File: src/rtl/neuron_pkg.sv
// Shared definitions for the neuron input sequencer: default datapath widths,
// default pair count and the sequencer state encoding.
package neuron_pkg;

  localparam int NUM_INPUTS_DEF = 784;
  localparam int WEIGHT_W_DEF   = 19;
  localparam int PIXEL_W_DEF    = 10;
  localparam int ACC_W_DEF      = 26;
  localparam int MULT_LAT_DEF   = 1;

  typedef enum logic [2:0] {
    ST_IDLE    = 3'd0,
    ST_CLEAR   = 3'd1,
    ST_STREAM  = 3'd2,
    ST_DRAIN   = 3'd3,
    ST_CAPTURE = 3'd4
  } seq_state_e;

  // Buffer address width; a single-entry buffer still gets one address bit.
  function automatic int addrWidth(input int n);
    return (n <= 1) ? 1 : $clog2(n);
  endfunction

endpackage

File: src/rtl/neuron_en_delay.sv
// Delays the multiply enable by DEPTH cycles to form the accumulate enable.
// Also flags when no enable will remain in flight after the current cycle,
// which lets the sequencer leave DRAIN exactly as the last accumulate lands.
module neuron_en_delay #(
  parameter int DEPTH = 1
) (
  input  logic Clk_i,
  input  logic GlobalReset_i,
  input  logic En_i,
  output logic En_o,
  output logic EmptyNext_o
);

  logic [DEPTH-1:0] shift_q;
  logic [DEPTH-1:0] shift_d;

  // Next shift-register contents: new enable enters at bit 0.
  always_comb begin
    shift_d    = '0;
    shift_d[0] = En_i;
    for (int i = 1; i < DEPTH; i++) begin
      shift_d[i] = shift_q[i-1];
    end
  end

  // Only the output stage may still be set when nothing follows it.
  always_comb begin
    EmptyNext_o = 1'b1;
    for (int i = 0; i < DEPTH - 1; i++) begin
      if (shift_q[i]) begin
        EmptyNext_o = 1'b0;
      end
    end
  end

  // Shift register with synchronous flush.
  always_ff @(posedge Clk_i) begin
    if (!GlobalReset_i) begin
      shift_q <= '0;
    end else begin
      shift_q <= shift_d;
    end
  end

  assign En_o = shift_q[DEPTH-1];

endmodule

File: src/rtl/neuron_sequencer.sv
// Feeds one Neuron from the weight/pixel buffer and captures its result.
// Reads are issued in STREAM, data is registered one cycle after it returns,
// and the accumulate enable trails the multiply enable by MULT_LAT cycles.
module neuron_sequencer
  import neuron_pkg::*;
#(
  parameter int NUM_INPUTS = NUM_INPUTS_DEF,
  parameter int WEIGHT_W   = WEIGHT_W_DEF,
  parameter int PIXEL_W    = PIXEL_W_DEF,
  parameter int ACC_W      = ACC_W_DEF,
  parameter int MULT_LAT   = MULT_LAT_DEF,
  parameter int ADDR_W     = addrWidth(NUM_INPUTS)
) (
  input  logic                Clk_i,
  input  logic                GlobalReset_i,
  input  logic                Start_i,
  input  logic                Stall_i,
  output logic                Rd_en_o,
  output logic [ADDR_W-1:0]   Addr_o,
  input  logic [WEIGHT_W-1:0] Weight_data_i,
  input  logic [PIXEL_W-1:0]  Pixel_data_i,
  output logic [WEIGHT_W-1:0] Weight_o,
  output logic [PIXEL_W-1:0]  Pixel_o,
  output logic                Mult_en_o,
  output logic                Add_en_o,
  output logic                Neuron_clr_o,
  input  logic [ACC_W-1:0]    Neuron_out_i,
  output logic [ACC_W-1:0]    Result_o,
  output logic                Result_valid_o,
  output logic                Busy_o
);

  localparam logic [ADDR_W-1:0] LAST_ADDR = ADDR_W'(NUM_INPUTS - 1);

  seq_state_e          state_q, state_d;
  logic [ADDR_W-1:0]   addrCnt_q, addrCnt_d;
  logic                readIssue;
  logic                dataPending_q;
  logic                multEn_q;
  logic [WEIGHT_W-1:0] weight_q;
  logic [PIXEL_W-1:0]  pixel_q;
  logic [ACC_W-1:0]    result_q;
  logic                resultValid_q;
  logic                addEn;
  logic                laneEmptyNext;

  // Sequencer next state, read strobe and address advance.
  always_comb begin
    state_d   = state_q;
    addrCnt_d = addrCnt_q;
    readIssue = 1'b0;
    case (state_q)
      ST_IDLE: begin
        if (Start_i) begin
          state_d = ST_CLEAR;
        end
      end
      ST_CLEAR: begin
        addrCnt_d = '0;
        state_d   = ST_STREAM;
      end
      ST_STREAM: begin
        if (!Stall_i) begin
          readIssue = 1'b1;
          if (addrCnt_q == LAST_ADDR) begin
            state_d = ST_DRAIN;
          end else begin
            addrCnt_d = addrCnt_q + ADDR_W'(1);
          end
        end
      end
      ST_DRAIN: begin
        if (!dataPending_q && !multEn_q && laneEmptyNext) begin
          state_d = ST_CAPTURE;
        end
      end
      ST_CAPTURE: begin
        state_d = ST_IDLE;
      end
      default: begin
        state_d = ST_IDLE;
      end
    endcase
  end

  // State and address counter registers.
  always_ff @(posedge Clk_i) begin
    if (!GlobalReset_i) begin
      state_q   <= ST_IDLE;
      addrCnt_q <= '0;
    end else begin
      state_q   <= state_d;
      addrCnt_q <= addrCnt_d;
    end
  end

  // Register returned buffer data and raise the multiply enable the cycle after.
  always_ff @(posedge Clk_i) begin
    if (!GlobalReset_i) begin
      dataPending_q <= 1'b0;
      multEn_q      <= 1'b0;
      weight_q      <= '0;
      pixel_q       <= '0;
    end else begin
      dataPending_q <= readIssue;
      multEn_q      <= dataPending_q;
      if (dataPending_q) begin
        weight_q <= Weight_data_i;
        pixel_q  <= Pixel_data_i;
      end
    end
  end

  // Capture the Neuron sum and pulse the valid flag alongside it.
  always_ff @(posedge Clk_i) begin
    if (!GlobalReset_i) begin
      result_q      <= '0;
      resultValid_q <= 1'b0;
    end else begin
      resultValid_q <= (state_q == ST_CAPTURE);
      if (state_q == ST_CAPTURE) begin
        result_q <= Neuron_out_i;
      end
    end
  end

  neuron_en_delay #(
    .DEPTH(MULT_LAT)
  ) u_en_delay (
    .Clk_i        (Clk_i),
    .GlobalReset_i(GlobalReset_i),
    .En_i         (multEn_q),
    .En_o         (addEn),
    .EmptyNext_o  (laneEmptyNext)
  );

  assign Rd_en_o        = readIssue;
  assign Addr_o         = addrCnt_q;
  assign Weight_o       = weight_q;
  assign Pixel_o        = pixel_q;
  assign Mult_en_o      = multEn_q;
  assign Add_en_o       = addEn;
  assign Neuron_clr_o   = (state_q == ST_CLEAR);
  assign Result_o       = result_q;
  assign Result_valid_o = resultValid_q;
  assign Busy_o         = (state_q != ST_IDLE);

endmodule
File: config.mk
export PLATFORM = sky130hd
export DESIGN_NAME = neuron_sequencer
export DESIGN_NICKNAME = d
export VERILOG_FILES = /design/src/rtl/neuron_pkg.sv /design/src/rtl/neuron_en_delay.sv /design/src/rtl/neuron_sequencer.sv
export SDC_FILE = /design/constraint.sdc
export NUM_CORES = 1
export LEC_CHECK = 0
export ABC_AREA = 1
export CAP_MARGIN = 5
export CORE_MARGIN = 10
export CORE_UTILIZATION = 37
export DETAILED_ROUTE_END_ITERATION = 6
export PLACE_DENSITY = 0.81
export SYNTH_ARGS = -nofsm -noshare
export SYNTH_HDL_FRONTEND = slang
export SYNTH_SLANG_ARGS = --single-unit
export TNS_END_PERCENT = 1
File: constraint.sdc
create_clock -name Clk_i -period 1.35 [get_ports Clk_i]
set_input_delay 0.27 -clock Clk_i [delete_from_list [all_inputs] [get_ports Clk_i]]
set_output_delay 0.27 -clock Clk_i [all_outputs]
set_load 0.005 [all_outputs]
==> results.json <==
{
  "drv_slew": 0,
  "grt-ovfl-total": 0,
  "start_kind": "flop",
  "globalRouteMet3Util": 0.0617,
  "max_stage_delay_ps": 370,
  "grt_setup_unrepaired": "yes",
  "nFillCells": 682,
  "hold_viol": 0,
  "use_met2": 0.267,
  "routed_wl_mm": 8.92,
  "drtPass1Iterations": 4,
  "fin_skew_ps": 6.78,
  "crit_type": "flop to output pin",
  "cts_made_buffers": 9,
  "die_w_um": 108,
  "synth_top_family_by_area": "simple AND/OR/NAND/NOR gates",
  "fin_util": 0.628,
  "slowest_stage": "dfxtp_4",
  "rows": 31,
  "area_growth_pct": 63.0,
  "muxShareOfSynthArea": 0,
  "relSlewSlack": 0.686,
  "leakagePower_nw": 2.21,
  "clock_latency_ps": 330,
  "cp_cell_sequence": "nor2_4 > nand2_4 > nor2_8 > clkdlybuf4s15_2",
  "power_frac_seq": 0.407,
  "clockRootBuffer": "clkbuf_8",
  "r2r_slack_ps": -10,
  "drtAntennaViolNets": 0,
  "layout_commonest_cell": "nor2_1",
  "p_per_area_nw_per_um2": 1310,
  "num-nets-final": 591,
  "yosys_register_bits": 72,
  "violations": "negative setup slack",
  "ir_drop_mv": 0.709,
  "cts_tree": "done",
  "synth-xor-area-share": 0,
  "synth_top_area_frac": 0.508,
  "yosysWarnings": 0,
  "syn_nets": 445,
  "die_area_um2": 11600,
  "finalSetupViolCount": 5,
  "grt.total_usage": 0.155,
  "p_int_mw": 4.33,
  "drc": 0,
  "status": "finished with violations",
  "dp_hpwl_mm": 6.90,
  "synthDistinctLibCells": 27,
  "place_congestion": 0.839,
  "period_share": 1.08,
  "tightest_slew_ps": 470,
  "port_buffers": 129,
  "initial_core_util": 0.385,
  "synthCells": 385,
  "reg2reg_from": "Addr_o[1]$_SDFFE_PN0P_",
  "r2r_end": "Addr_o[4]$_SDFFE_PN0P_",
  "die_h_um": 108,
  "worstSetupEndpointType": "output pin",
  "top_usage_layer": "met2",
  "cts_buffer_depth": 2,
  "grt_pass1_vias": 2936,
  "timing.hold.ws_ps": 351,
  "drt-initial-drc-count": 65,
  "synthAdderAreaFrac": 0.00441,
  "multi_input_area_um2": 1300,
  "switchingPower_mw": 1.75,
  "synth_compound_area_frac": 0.122,
  "pin_count": 130,
  "syn_area_per_cell_um2": 7.37,
  "drive_above_1_share": 0.140,
  "max_freq_mhz": 684,
  "hold_start": "GlobalReset_i",
  "hold_depth": 3,
  "yosysTopAreaCell": "dfxtp_1",
  "via_per_inst": 4.61,
  "cts_setup_buffers": 0,
  "worst-endpoint-required_ps": 1080,
  "regArea_um2": 1480,
  "antenna_found_initial": 1,
  "cts.sinks": 72,
  "ys_top_cells_by_area": "dfxtp_1 51%, nor2_1 17%, o21ai_0 9.9%, nand2_1 5.8%, inv_1 2.6%",
  "critPathArrivalTime_ps": 1190,
  "setup_tns_ps": -135,
  "via_count": 2934,
  "clockPowerShare": 0.330,
  "ys_seq_area_frac": 0.508,
  "clkSlewWorstSetupHoldPaths_ps": 70,
  "swShare": 0.288,
  "h-tree-depth": 3,
  "drt-wirelength-per-cell_um": 14.0,
  "hold_class": "primary input to flop",
  "grt_pass1_wl_mm": 14.6,
  "use_met1": 0.167,
  "setup_slack_ps": -111,
  "core_region_area_um2": 7370,
  "grt_start_max_net_pins": 31,
  "final_cell_mix": "128 x nor2_1, 65 x dlygate4sd2_1, 59 x dfxtp_1",
  "synth_simple_gate_area_share": 0.307,
  "r2r.worst_path.cells": 8,
  "netlist_area_um2": 2840,
  "combPwrFrac": 0.263,
  "worstPathMaxFanout": 4,
  "hold-path-endpoint": "Addr_o[8]$_SDFFE_PN0P_",
  "drv_cap": 0,
  "period_needed_ps": 1460
}
## repair_timing
| action | CTS | global route |
|---|---|---|
| endpoints found under the hold margin | 0 | 0 |
| gates resized for setup | 100 | 9 |
| gates cloned | 0 | 0 |
| endpoints found under the setup margin | 103 | 57 |
| hold buffers | 0 | 0 |
| pin swaps | 3 | 3 |
## sequential cells by signal, summed over array words and instances (netlist names)
name / cells
Result_o: 26
Mult_en_o: 1
Result_valid_o: 1
u_en_delay.En_o: 1
dataPending_q: 1
Addr_o: 10
Weight_o: 19
Pixel_o: 10
state_q: 3
## worst max-delay path, delay by kind of cell (launching register included)
kind / cells / cell delay [ps]
flops: 1 / 370
buf+inv: 1 / 210
simple gates: 3 / 280
## cell usage after synthesis
cell and instances:
a21oi_1 10, clkinv_1 2, nor3b_1 1, nand2_1 44
nand4_1 3, o21ai_0 56, ha_1 1, dfxtp_1 72
buf_6 1, nor3_1 3, nand2_2 2, clkbuf_1 12
nand2_4 3, buf_1 1, inv_2 1, o2111ai_1 1
nor2_2 1, nand3_1 11, nor2_4 1, buf_2 4
nor2_1 130, o21bai_1 1, nand3_2 1, nand3b_1 1
nand4_4 1, nor2_8 1, inv_1 20
## logic make-up after synthesis
kind of cell	Yosys count
compound gates	68
fa+ha+maj	1
flops	72
simple gates	203
buf+inv	41
## cell type report
class	count	area share
Sequential cell	72	0.319
Timing Repair Buffer	153	0.303
Multi-Input combinational cell	272	0.280
Clock buffer	11	0.0284
Tap cell	99	0.0268
Clock inverter	5	0.0224
Inverter	23	0.0200
Antenna cell	1	0.000541
## stage by stage
step	cells	total power [mW]	instance area, um^2	setup WS (ps)
2_1_floorplan	385	3.24	2870	-13.3
3_3_place_gp	619	4.09	4390	-341
3_5_place_dp	619	4.14	4390	-354
4_1_cts	635	6.10	4600	-149
5_1_grt	636	6.48	4630	-188
6_report	636	6.07	4630	-111
## worst max path at each step
stage	start	endpoint	slack [ps]	cells after the start
after floorplan	Addr_o[1]$_SDFFE_PN0P_	Addr_o[5]$_SDFFE_PN0P_	-10	9
after global placement	Stall_i	Rd_en_o	-340	3
after detailed placement	Stall_i	Rd_en_o	-350	3
after CTS	Addr_o[7]$_SDFFE_PN0P_	Addr_o[7]	-150	1
after global routing	state_q[0]$_SDFFE_PN0P_	Rd_en_o	-190	4
final	state_q[0]$_SDFFE_PN0P_	Rd_en_o	-110	4
## metal layers
| metal | share of wire | wire length [um] |
|---|---|---|
| met1 | 0.39 | 3450 |
| met2 | 0.51 | 4570 |
| met3 | 0.088 | 782 |
| met4 | 0.014 | 122 |
| met5 | 0 | 0 |
## power groups by stage
stage	Combinational [mW]	Clock, mW	Sequential, mW
finish	1.60	2.01	2.47
global route	1.80	2.18	2.50
CTS	1.57	2.06	2.47
detailed placement	1.65	0	2.49
global placement	1.61	0	2.48
floorplan	0.730	0	2.51
(Power assumes the default switching activity.)
